File: config.mk
export PLATFORM = sky130hd
export DESIGN_NAME = prog_load_ctrl
export DESIGN_NICKNAME = d
export VERILOG_FILES = /design/src/rtl/prog_load_ctrl.sv
export SDC_FILE = /design/constraint.sdc
export NUM_CORES = 1
export LEC_CHECK = 0
export BUFFER_PORTS_ARGS = -buffer_cell sky130_fd_sc_hd__clkbuf_2
export CAP_MARGIN = 10
export CORE_UTILIZATION = 45
export CTS_BUF_LIST = sky130_fd_sc_hd__clkbuf_8
export CTS_CLUSTER_SIZE = 14
export DETAILED_ROUTE_END_ITERATION = 8
export GPL_ROUTABILITY_DRIVEN = 0
export HOLD_SLACK_MARGIN = 0.06
export PLACE_DENSITY = 0.7
export SLEW_MARGIN = 10
export SYNTH_ARGS = -nofsm -noshare
export SYNTH_HDL_FRONTEND = slang
export SYNTH_SLANG_ARGS = --single-unit
File: constraint.sdc
create_clock -name clk_i -period 1.8 [get_ports clk_i]
set_input_delay 0.36 -clock clk_i [delete_from_list [all_inputs] [get_ports clk_i]]
set_output_delay 0.36 -clock clk_i [all_outputs]
set_load 0.01 [all_outputs]
File: src/rtl/prog_load_ctrl.sv
// Host-link loader and run/dump sequencer for the pipelined CPU core.
// Frames program bytes into imem words, runs the core, then streams readout bytes.
module prog_load_ctrl #(
    parameter int IMEM_DEPTH = 64,
    parameter int RUN_CYCLES = 200,
    parameter int DUMP_FIRST = 8,
    parameter int DUMP_COUNT = 16,
    localparam int AW = $clog2(IMEM_DEPTH)
) (
    input  logic          clk_i,
    input  logic          reset,
    input  logic [7:0]    byte_i,
    input  logic          byte_valid_i,
    output logic          imem_we_o,
    output logic [AW-1:0] imem_addr_o,
    output logic [31:0]   imem_wdata_o,
    output logic          cpu_rst_o,
    output logic          dump_sel_o,
    output logic [4:0]    dump_addr_o,
    output logic [1:0]    dump_lane_o,
    input  logic [7:0]    value_i,
    output logic [7:0]    out_byte_o,
    output logic          out_valid_o,
    input  logic          out_ready_i,
    output logic          done_o,
    output logic          err_o
);

    localparam logic [2:0] S_IDLE = 3'd0;
    localparam logic [2:0] S_LOAD = 3'd1;
    localparam logic [2:0] S_RUN  = 3'd2;
    localparam logic [2:0] S_DSET = 3'd3;
    localparam logic [2:0] S_DOUT = 3'd4;
    localparam logic [2:0] S_DONE = 3'd5;

    localparam int RCW = $clog2(RUN_CYCLES + 1);
    localparam logic [RCW-1:0] RUN_LAST = RCW'(RUN_CYCLES - 1);
    localparam logic [4:0] ADDR_FIRST = 5'(DUMP_FIRST);
    localparam logic [4:0] ADDR_LAST = 5'(DUMP_FIRST + DUMP_COUNT - 1);

    logic [2:0]     state_q, state_d;
    logic [1:0]     bcnt_q, bcnt_d;
    logic [23:0]    part_q, part_d;
    logic [AW:0]    waddr_q, waddr_d;
    logic           we_q, we_d;
    logic [AW-1:0]  iaddr_q, iaddr_d;
    logic [31:0]    idata_q, idata_d;
    logic           cpu_rst_q, cpu_rst_d;
    logic [RCW-1:0] rcnt_q, rcnt_d;
    logic [4:0]     daddr_q, daddr_d;
    logic [1:0]     lane_q, lane_d;
    logic [7:0]     obyte_q, obyte_d;
    logic           ovalid_q, ovalid_d;
    logic           err_q, err_d;

    always_comb begin
        state_d   = state_q;
        bcnt_d    = bcnt_q;
        part_d    = part_q;
        waddr_d   = waddr_q;
        we_d      = 1'b0;
        iaddr_d   = iaddr_q;
        idata_d   = idata_q;
        cpu_rst_d = cpu_rst_q;
        rcnt_d    = rcnt_q;
        daddr_d   = daddr_q;
        lane_d    = lane_q;
        obyte_d   = obyte_q;
        ovalid_d  = ovalid_q;
        err_d     = err_q;
        unique case (state_q)
            S_IDLE: begin
                if (byte_valid_i && byte_i == 8'hFE) begin
                    state_d = S_LOAD;
                    bcnt_d  = 2'd0;
                    waddr_d = '0;
                end
            end
            S_LOAD: begin
                if (byte_valid_i) begin
                    if (bcnt_q == 2'd0 && byte_i == 8'hFF) begin
                        state_d   = S_RUN;
                        cpu_rst_d = 1'b0;
                        rcnt_d    = '0;
                    end else if (bcnt_q != 2'd3) begin
                        part_d = {part_q[15:0], byte_i};
                        bcnt_d = bcnt_q + 2'd1;
                    end else begin
                        bcnt_d = 2'd0;
                        // waddr_q[AW] set means the memory is already full
                        if (waddr_q[AW]) begin
                            err_d   = 1'b1;
                            state_d = S_DONE;
                        end else begin
                            we_d    = 1'b1;
                            iaddr_d = waddr_q[AW-1:0];
                            idata_d = {part_q, byte_i};
                            waddr_d = waddr_q + 1'b1;
                        end
                    end
                end
            end
            S_RUN: begin
                if (rcnt_q == RUN_LAST) begin
                    state_d = S_DSET;
                end else begin
                    rcnt_d = rcnt_q + 1'b1;
                end
            end
            S_DSET: begin
                obyte_d  = value_i;
                ovalid_d = 1'b1;
                state_d  = S_DOUT;
            end
            S_DOUT: begin
                if (out_ready_i) begin
                    ovalid_d = 1'b0;
                    if (lane_q != 2'd0) begin
                        lane_d  = lane_q - 2'd1;
                        state_d = S_DSET;
                    end else if (daddr_q == ADDR_LAST) begin
                        state_d = S_DONE;
                    end else begin
                        lane_d  = 2'd3;
                        daddr_d = daddr_q + 5'd1;
                        state_d = S_DSET;
                    end
                end
            end
            default: begin
            end
        endcase
    end

    always_ff @(posedge clk_i) begin
        if (reset) begin
            state_q   <= S_IDLE;
            bcnt_q    <= 2'd0;
            part_q    <= '0;
            waddr_q   <= '0;
            we_q      <= 1'b0;
            iaddr_q   <= '0;
            idata_q   <= '0;
            cpu_rst_q <= 1'b1;
            rcnt_q    <= '0;
            daddr_q   <= ADDR_FIRST;
            lane_q    <= 2'd3;
            obyte_q   <= '0;
            ovalid_q  <= 1'b0;
            err_q     <= 1'b0;
        end else begin
            state_q   <= state_d;
            bcnt_q    <= bcnt_d;
            part_q    <= part_d;
            waddr_q   <= waddr_d;
            we_q      <= we_d;
            iaddr_q   <= iaddr_d;
            idata_q   <= idata_d;
            cpu_rst_q <= cpu_rst_d;
            rcnt_q    <= rcnt_d;
            daddr_q   <= daddr_d;
            lane_q    <= lane_d;
            obyte_q   <= obyte_d;
            ovalid_q  <= ovalid_d;
            err_q     <= err_d;
        end
    end

    assign imem_we_o    = we_q;
    assign imem_addr_o  = iaddr_q;
    assign imem_wdata_o = idata_q;
    assign cpu_rst_o    = cpu_rst_q;
    assign dump_sel_o   = 1'b1;
    assign dump_addr_o  = daddr_q;
    assign dump_lane_o  = lane_q;
    assign out_byte_o   = obyte_q;
    assign out_valid_o  = ovalid_q;
    assign done_o       = (state_q == S_DONE);
    assign err_o        = err_q;

endmodule
# After elaboration in Yosys (flattened, before gate mapping)
# Index checks and enable logic that the tools add are counted.
# totals
register_bits	101
latchBits	0
ramBits	0
rom_bits	0
output_inout_bits	59
mem_count	0
# op_classes
n_addsub	5
mul	0
div_mod_pow	0
order_cmp	0
eq_ne	22
shift	0
mux	30
bitwise	7
n_reduce_logical	22
# op_table
operator	count
$mux 7	5
$mux 3	9
$eq 8x8->1 const B	3
$mux 8	3
$ne 2x2->1 const B	11
$pmux 8 s2	1
$reduce_and 4->1	4
$pmux 3 s5	1
$reduce_and 5->1	3
$pmux 7 s2	1
$mux 2	6
$add 8x1->8 const B	1
$reduce_bool 2->1	4
$add 7x1->7 const B	1
$not 1->1	7
$reduce_and 7->1	1
$eq 3x2->1 const B	2
$eq 3x3->1 const B	2
$ne 3x3->1 const B	2
$reduce_and 3->1	2
$reduce_and 6->1	1
$add 5x1->5 const B	1
$eq 5x5->1 const B	1
$reduce_bool 5->1	1
11 further kinds	13

# Longest topological paths before layout
# Gate-level depths: netlist of the first run.
# depth
ltp_word	6
ltp_mapped	11
ltp_nobuf	8

# Worst setup path after synthesis of the first run
# OpenSTA, ideal clock, no wires.
# synth_path
path_kind	register -> register
startpoint	register bcnt_q[0]
endpoint	register iaddr_q[0], in the netlist imem_addr_o[0]
setup_ns	0.132
t_arrival_ns	1.757
t_required_ns	1.668
slack_ns	-0.090
path_stages_with_launch	12
path_buffers	4
cell_sequence	dfxtp_1 inv_1 ha_1 nand2_1 or3_1 buf_2 and4_1 buf_2 buf_6 buf_6 nand2_1 a21oi_1
# synth_between
elab_chain_cells	4
word_cells_on_any_way	6
classes_between	eq/ne: 1; bitwise: 2; reduce/logical: 3
# synth_rtl
item	line_no	text
start: declaration	42	logic [1:0] bcnt_q, bcnt_d;
start signal: assignment	153	bcnt_q <= bcnt_d;
$logic_not 2->1	81	if (bcnt_q == 2'd0 && byte_i == 8'hFF) begin
$logic_and 1x1->1	81	
$not 1->1 (no line)	n/a	
$reduce_and 5->1 (no line) *	n/a	
end signal: assignment	157	iaddr_q <= iaddr_d;
end: declaration	46	logic [AW-1:0] iaddr_q, iaddr_d;
# Every way passes the cells marked *; elsewhere a longest branch is shown, timed or not.
# A chain may end at the register's enable or synchronous reset.

# Worst setup path after layout of the first run
# layout_path
startpoint	register bcnt_q[1]
endpoint	register waddr_q[2]
# layout_between
elab_chain_cells	4
word_cells_on_any_way	6
classes_between	eq/ne: 3; reduce/logical: 3
# layout_rtl
item	line_no	text
$logic_not 2->1	81	
$logic_and 1x1->1	81	
$ne 2x2->1 (no line)	n/a	
$reduce_and 6->1 (no line) *	n/a	
end signal: assignment	155	waddr_q <= waddr_d;
end: declaration	44	logic [AW:0] waddr_q, waddr_d;
# Marks and branches as above.

==> results of run 1 <==
[power groups by stage]
stage | clock [mW] | combinational, mW | sequential, mW
final | 1.39 | 0.113 | 2.23
after floorplan | 0 | 0.0518 | 2.29
after CTS | 1.42 | 0.112 | 2.23
after global routing | 1.51 | 0.124 | 2.23
after detailed placement | 0 | 0.111 | 2.29
after global placement | 0 | 0.110 | 2.29
[kinds of logic after synthesis]
logic type / synth area share [%]
adders and majority gates: 1.82
DFF: 48.9
other: 0.0907
buffers and inverters: 5.24
muxes: 0.484
AOI/OAI and AO/OA: 16.4
xor gates and xnor gates: 1.70
and+or+nand+nor: 25.3
[per-layer routing]
| metal | share of wire [%] | track usage [%] | wire length, µm | up-vias |
|---|---|---|---|---|
| met3 | 4.9 | 5.30 | 475 | 15 |
| met5 | 0 | 0 | 0 | - |
| met2 | 47 | 32.1 | 4530 | 88 |
| met1 | 46 | 27.0 | 4480 | 1732 |
| li1 | - | - | - | 1929 |
| met4 | 1.6 | 8.04 | 158 | 0 |
[cell usage after synthesis (all sizes together) (3+ instances only)]
library cell / instances
nand2: 149
nand4: 4
buf: 20
a211oi: 4
dfxtp: 101
xor2: 7
a211o: 4
clkbuf: 14
nand2b: 5
inv: 12
or3b: 4
o21ai: 7
nor3: 8
a221oi: 3
nand3: 16
a21oi: 76
nor2: 29
ha: 6
and3: 3
[flip-flops by register name (all words and copies together), names as in the netlist]
register      cells
out_valid_o       1
rcnt_q            8
err_o             1
state_q           3
imem_wdata_o     32
cpu_rst_o         1
bcnt_q            2
imem_we_o         1
part_q           24
imem_addr_o       6
waddr_q           7
out_byte_o        8
dump_addr_o       5
dump_lane_o       2
[path summary, 6_finish.rpt]
| path | to | depth (start not counted) |
|---|---|---|
| setup / recovery | waddr_q[2] | 8 |
| hold / removal | out_byte_o[1] | 3 |
| setup reg to reg | waddr_q[2] | 8 |
| hold reg to reg | imem_addr_o[1] | 2 |
[cell usage in the layout (no fill, tap or decap), types with 3 or more instances in the layout]
cell,synthesis,final
a211o_1,4,4
a211oi_1,4,3
a21oi_1,75,74
buf_12,0,4
buf_4,3,40
buf_6,2,3
clkbuf_2,0,76
clkbuf_8,0,9
dfxtp_1,101,97
dfxtp_2,0,3
ha_1,6,5
inv_1,11,9
inv_2,1,3
inv_6,0,3
nand2_1,149,146
nand2b_1,4,4
nand3_1,16,16
nand4_1,3,3
nor2_1,28,27
nor3_1,8,8
o21ai_0,7,6
xor2_1,7,7
[layout make-up]
class / count / area share, %
repair buffers: 125 / 15.9
inverters: 12 / 0.867
clock inverters: 7 / 1.20
well taps: 108 / 2.60
flip-flops and latches: 101 / 39.1
multi-input cells: 363 / 38.0
clock buffers: 9 / 2.38
[through the flow]
step           cell area (µm²)  setup TNS [ps]  cells  setup WS [ps]  hold WS (ps)
2_1_floorplan             4160            -212    510          -20.7           432
3_3_place_gp              4890           -1910    706           -149           442
3_5_place_dp              4890           -3920    706           -189           446
4_1_cts                   5110               0    724           9.57           189
5_1_grt                   5200           -1640    725          -94.8           190
6_report                  5200               0    725           21.3           201
[tightest hold or removal path: cells and delay by family]
kind | cells | cell delay, ps
AOI/OAI and AO/OA | 1 | 50
and+or+nand+nor | 1 | 50
buffers and inverters | 1 | 80
[what timing repair did]
item,CTS,global route
pin swaps,1,8
endpoints found under the hold margin,0,0
endpoints found under the setup margin,45,41
cloned,0,1
setup buffers,2,0
resized for setup,4,18
==> impl_metrics.ini, run 1 <==
[outcome]
status = complete, but fails checks
violations = DRC

[critical_path]
crit_top_cell = inv_2
startpoint = bcnt_q[1]
slowest_stage = or3_4
critPathRequiredTime_ps = 2060
ff2ff_setup_slack_ps = 20
crit_path_end_kind = flop
crit_chain = inv_2 > ha_4 > nand2_4 > or3_4 > and4_1 > nand2b_2 > inv_2 > a32o_1
startpoint_type = flop
worstReg2RegStart = bcnt_q[1]
critPathTopFamily = simple AND/OR/NAND/NOR gates
path_class = reg -> reg
cp_num_buf_inv = 2
cp_slowest_stage_delay_ps = 400
critical_path_arrival_ps = 2040
crit_fanout = 5

[yosys]
synth_nets = 536
synth_edf_count = 0
synth.area.top_cells = dfxtp_1, nand2_1, a21oi_1
avgSynthCellArea_um2 = 8.10
synth_flop_cell = dfxtp_1
syn_inst = 510
synth_top_area_cell = dfxtp_1
synth-seq-cells = 101
yosys.cell_types.count = 58
ys_warn_count = 0
synth_area_um2 = 4130
synth.top_cell.area_share_pct = 48.9
synth-async-reset-ratio_pct = 0
yosysSeqAreaShare_pct = 48.9

[sta]
hold_violations = 0
post-route-min-period_ps = 1780
fin_crit_sh_pct = 98.8
finClkSkew_ps = 14.8
rsz0062_at_grt = true
finalSetupViolations = 0
fmax_ghz = 0.562
slew_viol_final = 0

[route]
post-route-drc-count = 10
initialDrtViolationCount = 131
avgViaCountPerCell = 5.19
dr.pass1.iters = 7
ant_nets = 0
avgRoutedWirePerCell_um = 13.3
num_vias = 3764
totalWireLength_um = 9650

[clocking]
cts-root-buf = clkbuf_8
path_clk_slew_ps = 110
cts_hold_buf = 0
clk_latency_ps = 380
htreeDepth = 3
clockBufferDepth = 2
clock_sinks = 101
cts_tree = built
numCtsBuffers = 9

[place]
io_buffers = 77
hpwl_um = 6650

[pwr]
p_per_area_nw_per_um2 = 719
p_total_mw = 3.74
ir_drop_uv = 382
power_frac_comb_pct = 3.0
p_int_mw = 2.81
p_leak_nw = 2.06
switching_share_pct = 24.7
seq_power_share_pct = 59.7
p_switching_mw = 0.924
p_clk_share_pct = 37.3

[min_path]
hold_start = value_i[1]
hp-class = in -> reg

[global_routing]
grt_pass1_wl_um = 15900
grt_overflow = 0
grt_pass1_vias = 3470
track_usage_pct = 20.5
grt_max_degree = 47
antenna_found_initial = 0

[die]
fp.dieArea_um2 = 9570
core_um2 = 8810
rows = 34
io_pins = 79
start_util_pct = 46.9
dieHeight_um = 97.8
die_w_um = 97.8

[final_layout]
seq_area_um2 = 2030
syn_to_final_growth_pct = 25.7
multi_input_area_um2 = 1980
drive_gt1_share_pct = 27.9
antenna-diode-count = 0
final_util_pct = 59.0
fill_cells = 799
fin_nets = 638

[run]
max_cap_violations = 0
Note: power is estimated with default switching activity, not from simulation.
==> run 2, diff against run 1 <==
- CELL_PAD_IN_SITES_DETAIL_PLACEMENT: not set -> 0
- CELL_PAD_IN_SITES_GLOBAL_PLACEMENT: not set -> 1
- CORE_UTILIZATION: 45 -> 38
- PLACE_DENSITY: 0.7 -> not set
- PLACE_DENSITY_LB_ADDON: not set -> 0.1
==> impl_metrics.ini, run 2 (synthesized netlist as in run 1, its figures left out) <==
[die]
fp.dieArea_um2 = 11300
dieHeight_um = 106
start_util_pct = 39.7
rows = 37
io_pins = 79
die_w_um = 106
core_um2 = 10400

[route]
avgRoutedWirePerCell_um = 12.7
ant_nets = 0
num_vias = 3766
avgViaCountPerCell = 4.98
post-route-drc-count = 0
initialDrtViolationCount = 161
dr.pass1.iters = 4
totalWireLength_um = 9640

[sta]
hold_violations = 0
fin_crit_sh_pct = 96.8
slew_viol_final = 0
fin_ws_ps = 57.0
finClkSkew_ps = 15.5
fmax_ghz = 0.574
finalSetupViolations = 0
post-route-min-period_ps = 1740
rsz0062_at_grt = true
holdWs_ps = 211

[global_routing]
grt_pass1_wl_um = 16200
grt_overflow = 0
antenna_found_initial = 0
grt_pass1_vias = 3557
track_usage_pct = 17.8
grt_max_degree = 28

[place]
place_area_um2 = 4910
place_worst_setup_slack_ps = -211
io_buffers = 77
dp_cells = 737
hpwl_um = 6990

[clocking]
cts_tree = built
cts-root-buf = clkbuf_8
clockBufferDepth = 2
numCtsBuffers = 9
cts_hold_buf = 0
path_clk_slew_ps = 110
clk_latency_ps = 380
clock_sinks = 101
htreeDepth = 3

[run]
max_cap_violations = 0

[pwr]
p_int_mw = 2.81
p_per_area_nw_per_um2 = 715
seq_power_share_pct = 59.6
p_switching_mw = 0.927
p_clk_share_pct = 37.2
switching_share_pct = 24.8
p_leak_nw = 2.03
power_frac_comb_pct = 3.2
ir_drop_uv = 354

[final_layout]
syn_to_final_growth_pct = 26.6
final_util_pct = 50.2
final_area_um2 = 5230
drive_gt1_share_pct = 28.9
fill_cells = 1069
layout_commonest_cell = nand2_1
largest_reg_flops = 32
fin_nets = 641
final_cells = 756
mostFrequentLayoutCells = nand2_1, dfxtp_1, clkbuf_2
antenna-diode-count = 0

[critical_path]
cp_slowest_stage_delay_ps = 400
worstReg2RegStart = bcnt_q[0]
crit_fanout = 5
r2r-end = waddr_q[5]
crit_chain = inv_2 > ha_4 > nand2_4 > or3_4 > nand4_1 > buf_4 > nor3_1 > a211o_1
slowest_stage = or3_4
ff2ff_path_depth = 8
startpoint_type = flop
critPathRequiredTime_ps = 2080
path_class = reg -> reg
crit_path_end_kind = flop
ff2ff_setup_slack_ps = 60
critical_path_arrival_ps = 2020

[min_path]
min_path_cells = 3
hp-class = in -> reg
hold_start = value_i[5]
hold-path-endpoint = out_byte_o[5]

[outcome]
status = finished clean
run 2: repair_timing:
action / in CTS / in global routing
gates resized for setup: 7 / 21
buffers inserted: 0 / 3
pin swaps: 1 / 5
setup endpoints to repair: 34 / 61
run 2: how the worst max path moves through the flow:
stage	from	to	slack, ps	depth (start not counted)
finish	bcnt_q[0]	waddr_q[5]	60	8
global route	bcnt_q[0]	bcnt_q[1]	-9	8
CTS	state_q[0]	rcnt_q[1]	1	6
detailed placement	byte_i[7]	waddr_q[5]	-210	6
global placement	byte_i[7]	waddr_q[5]	-170	6
floorplan	bcnt_q[1]	imem_addr_o[0]	-20	11
run 2: power groups by stage:
stage / Sequential [mW] / Clock [mW] / Combinational [mW]
floorplan: 2.29 / 0 / 0.0518
finish: 2.23 / 1.39 / 0.118
CTS: 2.23 / 1.44 / 0.116
global placement: 2.29 / 0 / 0.115
detailed placement: 2.29 / 0 / 0.115
global route: 2.23 / 1.54 / 0.129
run 2: per-stage QoR:
step           total power, mW  setup TNS (ps)
4_1_cts                   3.79               0
3_5_place_dp              2.40           -3470
5_1_grt                   3.90           -24.5
3_3_place_gp              2.40           -2250
2_1_floorplan             2.34            -212
6_report                  3.74               0
run 2: critical path, delay by kind of cell, from the launching register on:
family / cells / cell delay, ps
flip-flops: 1 / 360
AO/OA/AOI/OAI: 1 / 260
buffers and inverters: 2 / 210
adder cells (fa/ha/maj): 1 / 120
AND/OR/NAND/NOR: 4 / 700
run 2: layer usage:
layer	global-route usage, %	up-vias	part of all wire [%]
li1	-	1928	-
met1	21.7	1764	45
met2	30.6	64	50
met3	4.17	10	3.6
met4	6.45	0	1.0
met5	0	-	0
run 2: layout make-up:
class	instances	area, µm²	area share [%]
inverter	12	45.0	0.861
timing repair buffer	128	796	15.2
tap	136	170	3.25
sequential	101	2030	38.9
clock buffer	9	124	2.37
clock inverter	7	67.6	1.29
multi-input combinational	363	2000	38.2
